[src/rtl/alu_arbiter.sv]
// -----------------------------------------------------------------------------
// alu_arbiter
//
// Shares one combinational ALU among NREQ requesters. A round-robin arbiter
// picks one pending request in IDLE, latches that requester's operands onto
// the ALU inputs, lets the ALU settle for one cycle (EXEC), captures the
// result and presents it with a valid/ready handshake tagged by requester id
// (RESP). All outputs are registered.
//
// Optional build macro:
//   ALU_ARB_PRIO_EN  requester 0 becomes fixed high priority; the others
//                    arbitrate round-robin only when req[0] is low, and a
//                    win by requester 0 does not move last_winner.
//
// Ports:
//   clk         clock, rising edge
//   rst         synchronous active-high reset
//   req         per-requester request level
//   req_a/req_b flattened operands, requester i owns [i*DW +: DW]
//   req_sel     flattened opcodes, requester i owns [i*SW +: SW]
//   gnt         one-hot grant, high for the single EXEC cycle
//   alu_a/alu_b/alu_sel  operands/opcode driven to the shared ALU
//   alu_result  result returned by the shared ALU
//   rsp_valid/rsp_data/rsp_id  response, held until rsp_ready
//   rsp_ready   consumer accepts the response
//   busy        high whenever the FSM is not in IDLE
// -----------------------------------------------------------------------------
module alu_arbiter #(
  parameter int NREQ = 4,
  parameter int DW   = 4,
  parameter int SW   = 3,
  parameter int OW   = 8,
  parameter int IDW  = 2
) (
  input  logic                 clk,
  input  logic                 rst,
  input  logic [NREQ-1:0]      req,
  input  logic [NREQ*DW-1:0]   req_a,
  input  logic [NREQ*DW-1:0]   req_b,
  input  logic [NREQ*SW-1:0]   req_sel,
  output logic [NREQ-1:0]      gnt,
  output logic [DW-1:0]        alu_a,
  output logic [DW-1:0]        alu_b,
  output logic [SW-1:0]        alu_sel,
  input  logic [OW-1:0]        alu_result,
  output logic                 rsp_valid,
  output logic [OW-1:0]        rsp_data,
  output logic [IDW-1:0]       rsp_id,
  input  logic                 rsp_ready,
  output logic                 busy
);

  localparam logic [1:0] IDLE = 2'd0;
  localparam logic [1:0] EXEC = 2'd1;
  localparam logic [1:0] RESP = 2'd2;

`ifdef ALU_ARB_PRIO_EN
  localparam bit PRIO_EN = 1'b1;
`else
  localparam bit PRIO_EN = 1'b0;
`endif

  localparam logic [IDW:0] ONE_W  = (IDW+1)'(1);
  localparam logic [IDW:0] NREQ_W = (IDW+1)'(NREQ);

  logic [1:0]        state;
  logic [IDW-1:0]    last_winner;

  logic              any_req;
  logic [2*NREQ-1:0] dbl_req;
  logic [IDW:0]      shamt;
  logic [NREQ-1:0]   rot_req;
  logic [NREQ-1:0]   low_bit;
  logic [IDW:0]      offset;
  logic [IDW:0]      sum;
  logic [IDW-1:0]    winner;
  logic              update_last;
  int unsigned       widx;

  // Round-robin pick: rotate req so that bit 0 corresponds to last_winner+1,
  // isolate the lowest set bit, then map its position back to an index.
  always_comb begin
    any_req     = |req;
    dbl_req     = {req, req};
    shamt       = {1'b0, last_winner} + ONE_W;
    rot_req     = NREQ'(dbl_req >> shamt);
    low_bit     = rot_req & (~rot_req + NREQ'(1));
    offset      = '0;
    for (int i = 0; i < NREQ; i++) begin
      if (low_bit == (NREQ'(1) << i)) offset = (IDW+1)'(i);
    end
    sum         = shamt + offset;
    if (sum >= NREQ_W) sum = sum - NREQ_W;
    winner      = IDW'(sum);
    update_last = 1'b1;
    if (PRIO_EN && req[0]) begin
      winner      = '0;
      update_last = 1'b0;
    end
    widx        = int'(winner);
  end

  // NOTE: sequential state uses non-blocking assignments so every register
  // samples pre-edge values; blocking here would create ordering races.
  always_ff @(posedge clk) begin
    if (rst) begin
      state       <= IDLE;
      last_winner <= IDW'(NREQ-1);
      gnt         <= '0;
      alu_a       <= '0;
      alu_b       <= '0;
      alu_sel     <= '0;
      rsp_valid   <= 1'b0;
      rsp_data    <= '0;
      rsp_id      <= '0;
      busy        <= 1'b0;
    end else begin
      case (state)
        IDLE: begin
          if (any_req) begin
            alu_a   <= DW'(req_a >> (widx * DW));
            alu_b   <= DW'(req_b >> (widx * DW));
            alu_sel <= SW'(req_sel >> (widx * SW));
            gnt     <= NREQ'(1) << winner;
            rsp_id  <= winner;
            if (update_last) last_winner <= winner;
            busy    <= 1'b1;
            state   <= EXEC;
          end
        end
        EXEC: begin
          // Operands were stable for a full cycle, so the ALU output is settled.
          rsp_data  <= alu_result;
          rsp_valid <= 1'b1;
          gnt       <= '0;
          state     <= RESP;
        end
        RESP: begin
          if (rsp_ready) begin
            rsp_valid <= 1'b0;
            busy      <= 1'b0;
            state     <= IDLE;
          end
        end
        default: begin
          gnt       <= '0;
          rsp_valid <= 1'b0;
          busy      <= 1'b0;
          state     <= IDLE;
        end
      endcase
    end
  end

endmodule

[config.mk]
export PLATFORM = sky130hd
export DESIGN_NAME = alu_arbiter
export DESIGN_NICKNAME = d
export VERILOG_FILES = /design/src/rtl/alu_arbiter.sv
export SDC_FILE = /design/constraint.sdc
export NUM_CORES = 1
export LEC_CHECK = 0
export ABC_AREA = 1
export BUFFER_PORTS_ARGS = -buffer_cell sky130_fd_sc_hd__buf_2
export CORE_ASPECT_RATIO = 0.5
export CORE_UTILIZATION = 46
export CTS_CLUSTER_SIZE = 30
export DETAILED_ROUTE_END_ITERATION = 8
export PLACE_DENSITY = 0.89
export SLEW_MARGIN = 25
export SYNTH_ARGS = -nofsm -noshare
export SYNTH_HDL_FRONTEND = slang
export SYNTH_SLANG_ARGS = --single-unit
[constraint.sdc]
create_clock -name clk -period 2.7 [get_ports clk]
set_input_delay 0 -clock clk [delete_from_list [all_inputs] [get_ports clk]]
set_output_delay 0 -clock clk [all_outputs]
set_load 0.05 [all_outputs]
---- Yosys cells after proc, flatten, opt, wreduce, memory -nomap -nowiden ----
Index checks and enable logic that the tools add are counted.
Widths: inputs -> output; s select.
cells by class
  $add $sub $neg .......................... 4
  multiply operators ...................... 1
  $lt $le $gt $ge ......................... 1
  equal/unequal tests ..................... 7
  shift-type cells ........................ 5
  multiplexer cells ....................... 13
  bitwise operators ....................... 5
  reductions and logical operators ........ 7
operators with widths
  cell                 number
  $shr 16x4->4         2
  $shr 12x4->3         1
  $mux 2               4
  $pmux 4 s2           1
  $reduce_and 2->1     4
  $shr 8x3->4          1
  $pmux 1 s3           2
  $pmux 2 s3           1
  $add 4x1->4 const B  1
  $and 4x4->4          1
  $eq 4x2->1 const B   1
  $eq 4x3->1 const B   1
  $eq 4x4->1 const B   1
  $mul 2x2->4 const B  1
  $mux 4               1
  $ne 2x2->1 const B   2
  $not 4->4            1
  $reduce_or 4->1      1
  $shl 1x2->4 const A  1
  $add 2x1->3 const B  1
  $add 3x3->3          1
  $ge 3x3->1 const B   1
  $mux 1               3
  $mux 3               1
  6 further kinds      8
word-level totals
  flip-flop bits (word level) ............. 31
  input port bits ......................... 59
  output and inout port bits .............. 27
  logic and storage cells ................. 53

---- Longest topological paths before layout ----
  depth after elaboration ................. 15
  gate-level depth with buffers ........... 17

---- Worst setup path before layout ----
OpenSTA, ideal clock, no wires.
  path type ............................... flip-flop to flip-flop
  start ................................... reg last_winner[0]
  end ..................................... reg alu_a[0]
  arrival ................................. 1.914 ns
  path slack .............................. 0.677 ns
  cell stages (with the launch flop) ...... 18
  period minus slack after synthesis ...... 2.023 ns
  cells stage by stage .................... dfxtp_1 inv_2 nand2_1 nand3_1 nand2_1 nand3_1 nand2_1 nand2_1 ha_1 clkbuf_1 inv_2 clkbuf_1 nand2_1 nand2_1 nand3_1 nand3_2 nand2_1 inv_1
between the ends
  cells in the longest elaborated chain, start to end .. 13
  elaborated cells on any way between the ends .. 16
  those cells by class .................... add/sub: 4; order compare: 1; eq/ne: 3; shift: 2; mux: 4; bitwise: 2
ends and longest elaborated chain
  what                                       line  RTL
  from (decl)                                67    logic [IDW-1:0] last_winner;
  from (signal assigned)                     108   last_winner <= IDW'(NREQ-1);
  from (signal assigned)                     126   if (update_last) last_winner <= winner;
  $add 2x1->3 (*)                            85    shamt = {1'b0, last_winner} + ONE_W;
  $shr 8x3->4                                86    rot_req = NREQ'(dbl_req >> shamt);
  $not 4->4                                  87    low_bit = rot_req & (~rot_req + NREQ'(1));
  $add 4x1->4                                87
  $and 4x4->4                                87
  $eq 4x2->1                                 90    if (low_bit == (NREQ'(1) << i)) offset = (IDW+1)'(i);
  $mux 1                                     90
  $mux 2                                     90
  $mux 3                                     90
  $add 3x3->3 (*)                            92    sum = shamt + offset;
  $ge 3x3->1 or $sub 2x1->2 (tied branches)  93    if (sum >= NREQ_W) sum = sum - NREQ_W;
  $mux 2 (*)                                 93
  $shr 16x4->4 (*)                           121   alu_a <= DW'(req_a >> (widx * DW));
  to (signal assigned)                       121
  to (decl)                                  42    output logic [DW-1:0] alu_a,
Every way passes the cells marked *; elsewhere a longest branch is shown, timed or not.
A chain may end at the register's enable or synchronous reset.

---- Final worst setup path ----
  start ................................... reg last_winner[0]
  end ..................................... reg last_winner[1]
between the ends
  cells in the longest elaborated chain, start to end .. 12
  elaborated cells on any way between the ends .. 15
  those cells by class .................... add/sub: 4; order compare: 1; eq/ne: 3; shift: 1; mux: 4; bitwise: 2
ends and longest elaborated chain
  what                                       line
  $add 2x1->3 (*)                            85
  $shr 8x3->4                                86
  $not 4->4                                  87
  $add 4x1->4                                87
  $and 4x4->4                                87
  $eq 4x2->1                                 90
  $mux 1                                     90
  $mux 2                                     90
  $mux 3                                     90
  $add 3x3->3 (*)                            92
  $ge 3x3->1 or $sub 2x1->2 (tied branches)  93
  $mux 2 (*)                                 93
Marks and branches as above.

==> flow_summary.yaml <==
outcome:
  status: "completed"
power_and_ir_drop:
  power.net_switching_mw: 1.688
  p_clk_frac: 0.156
  vdd_drop_max_v: 0.0005852
  swShare: 0.5389
  p_leak_nw: 1.429
  seq_power_share: 0.215
  intPower_mw: 1.445
  pwr-share-comb: 0.629
  cellPowerDensity_nw_per_um2: 1289
die:
  die_h_um: 46.38
  coreArea_um2: 3603
  rows: 15
  die_area_um2: 4209
  num_io_pins: 86
  die_x_um: 90.76
  initial_utilization: 0.5028
detailed_routing:
  vias_per_cell: 5.009
  routedWlPerCell_um: 11.80
  first_pass_iters: 4
  drt.antenna.violating_nets: 0
  drc: 0
  drt-total-wl_um: 5087
  vias: 2159
  drt_iter0_markers: 86
setup_path:
  worstPathRequired_ns: 2.85
  arrival_ns: 2.45
  timing.rr.start: "last_winner[0]$_SDFFE_PP1P_"
  rr_worst_depth: 15
  setup.worst_path.class: "register to register"
  r2r_slack_ns: 0.41
  cp-end-kind: "register"
  cp_max_fo: 14
  cp-start-kind: "register"
  crit-reg2reg-capture: "last_winner[1]$_SDFFE_PP1P_"
placed_design:
  dp_hpwl_um: 3610
  preCtsSetupSlack_ns: 0.4745
  numPortBuffers: 85
  gp_congestion: 0.8695
hold_path:
  min_to: "state[1]$_SDFFE_PP0P_"
  hold_path_depth: 4
  min_path_type: "input pin to register"
  min_from: "rsp_ready"
synthesis:
  avgSynthCellArea_um2: 6.205
  ys_seq_area_frac: 0.3425
  yosysWarnings: 0
  ys_types: 24
  ys_seq_elements: 31
  netlist_area_um2: 1812
  synth_cells: 292
  syn-num-nets: 352
sta:
  min_period_ns: 2.294
  relSlewSlack: 0.6206
  period_share: 0.8495
  setup_ws_ns: 0.4064
  fmax_ghz: 0.4360
  worst_pin_slew_ns: 0.5685
  fin_skew_ns: 0.006786
  fin_tns_setup_ns: 0
  hold_viol: 0
  setup_violations: 0
  rsz0062_at_grt: "no"
  maxSlewViolCount: 0
finish:
  multi_input_area_um2: 1011
  layout.nets: 439
  drive_above_1_share: 0.3158
  diodes: 0
  synthToLayoutAreaGrowth_pct: 34.12
  regArea_um2: 620.6
  fill_cells: 294
cts:
  cts_buffers: 5
  clock_tree.root_cell: "clkbuf_8"
  cts.sinks: 31
  clk_pin_slew_worst_paths_ns: 0.07
  cts_tree: "done"
  cts_resized: 0
  postCtsSetupRepairBufs: 0
  clockBufferDepth: 2
  h-tree-depth: 2
  clock_latency_ns: 0.29
global_route:
  antenna_found_initial: 0
  track_usage: 0.2484
  grt_overflow: 0
  grt_max_degree: 26
  grt_pass1_wl_um: 8024
  grt_pass1_vias: 2010
job:
  maxCapViolations: 0
[area by class of cell]
class | count | area share
Multi-Input combinational cell | 221 | 0.4161
Clock inverter | 2 | 0.01442
Inverter | 25 | 0.03965
Tap cell | 51 | 0.02626
Clock buffer | 6 | 0.03399
Sequential cell | 31 | 0.2554
Timing Repair Buffer | 95 | 0.2142
[timing repair]
action	in CTS	in global routing
hold buffers	8	0
setup endpoints to repair	0	0
endpoints found under the hold margin	8	0
[worst max-delay path by stage]
stage | startpoint | end | slack [ns] | cells after the start
2_1_floorplan | last_winner[0]$_SDFFE_PP1P_ | alu_a[0]$_SDFFE_PP0P_ | 0.68 | 17
3_3_place_gp | last_winner[0]$_SDFFE_PP1P_ | last_winner[1]$_SDFFE_PP1P_ | 0.64 | 15
3_5_place_dp | last_winner[0]$_SDFFE_PP1P_ | last_winner[1]$_SDFFE_PP1P_ | 0.47 | 15
4_1_cts | last_winner[0]$_SDFFE_PP1P_ | last_winner[1]$_SDFFE_PP1P_ | 0.45 | 15
5_1_grt | last_winner[0]$_SDFFE_PP1P_ | last_winner[1]$_SDFFE_PP1P_ | 0.22 | 15
6_report | last_winner[0]$_SDFFE_PP1P_ | last_winner[1]$_SDFFE_PP1P_ | 0.41 | 15
[cell families (layout without fill, tap and decap cells)]
group / Yosys count / count (layout) / synth area share
AO/OA/AOI/OAI: 17 / 17 / 0.04972
buffers and inverters: 40 / 128 / 0.1008
adder cells (fa/ha/maj): 1 / 1 / 0.006905
flip-flops: 31 / 31 / 0.3425
XOR/XNOR: 1 / 1 / 0.008980
AND/OR/NAND/NOR: 202 / 202 / 0.4910
[layer usage]
metal / part of all wire / track usage
met5: 0 / 0
met4: 0.036 / 0.1516
met3: 0.067 / 0.07591
met2: 0.50 / 0.4833
met1: 0.40 / 0.2488
[placed cells by master, fill, tap and decap left out]
master         instances
a21oi_1                5
buf_2                 85
buf_4                  2
bufinv_16              1
clkbuf_8               6
clkinv_2               1
dfxtp_1               31
dlygate4sd3_1          8
ha_1                   1
inv_1                 20
inv_2                  4
inv_4                  1
nand2_1              105
nand2_2               11
nand2_4                2
nand3_1               35
nand3_2                4
nand3_4                1
nand4_1                1
nor2_1                40
nor2_2                 1
nor3_1                 1
nor4_1                 1
o211ai_1               2
o21ai_0               10
xor2_2                 1
[metrics by stage]
stage          instance area, um2    util  cells  total power, mW  hold WS, ns
2_1_floorplan                1812       -    292            2.313       0.1349
3_3_place_gp                 2232  0.6194    415            2.533       0.2243
3_5_place_dp                 2232  0.6194    415            2.618       0.2321
4_1_cts                      2430  0.6743    431            3.129     0.005513
5_1_grt                      2430  0.6743    431            3.372      0.01929
6_report                     2430  0.6743    431            3.132     0.004057
[sequential cells by signal, summed over array words and instances (netlist names)]
signal	flops
rsp_data	8
alu_a	4
alu_b	4
gnt	4
alu_sel	3
last_winner	2
rsp_id	2
state	2
busy	1
rsp_valid	1
[power by group through the flow]
stage	Sequential [mW]	Clock [mW]	Combinational [mW]
after floorplan	1.08	0	1.23
after global placement	0.670	0	1.86
after detailed placement	0.678	0	1.94
after CTS	0.669	0.493	1.97
after global routing	0.688	0.522	2.16
final	0.673	0.488	1.97
[worst max-delay path: stages, from the launching register on]
cell and delay, ns:
dfxtp_1 0.41, inv_2 0.10, nand2_1 0.11, nand3_1 0.07, nand2_1 0.12, nand3_1 0.07
nand2_1 0.06, nand2_1 0.05, ha_1 0.21, xor2_2 0.18, inv_2 0.09, nand3_4 0.17
nand2_4 0.24, inv_1 0.10, nand2_1 0.10, o211ai_1 0.09
[synthesized netlist by cell type (all sizes together)]
master  count  share of area
clkbuf      8          0.017
nor2       41          0.085
nand4       1         0.0035
o211ai      2         0.0083
xor2        1         0.0090
nor3        1         0.0028
dfxtp      31           0.34
o21ai      10          0.028
nand2     118           0.27
buf         7          0.031
a21oi       5          0.014
nand3      40           0.13
nor4        1         0.0035
inv        25          0.053
ha          1         0.0069
Power figures use the tool's default switching activity.
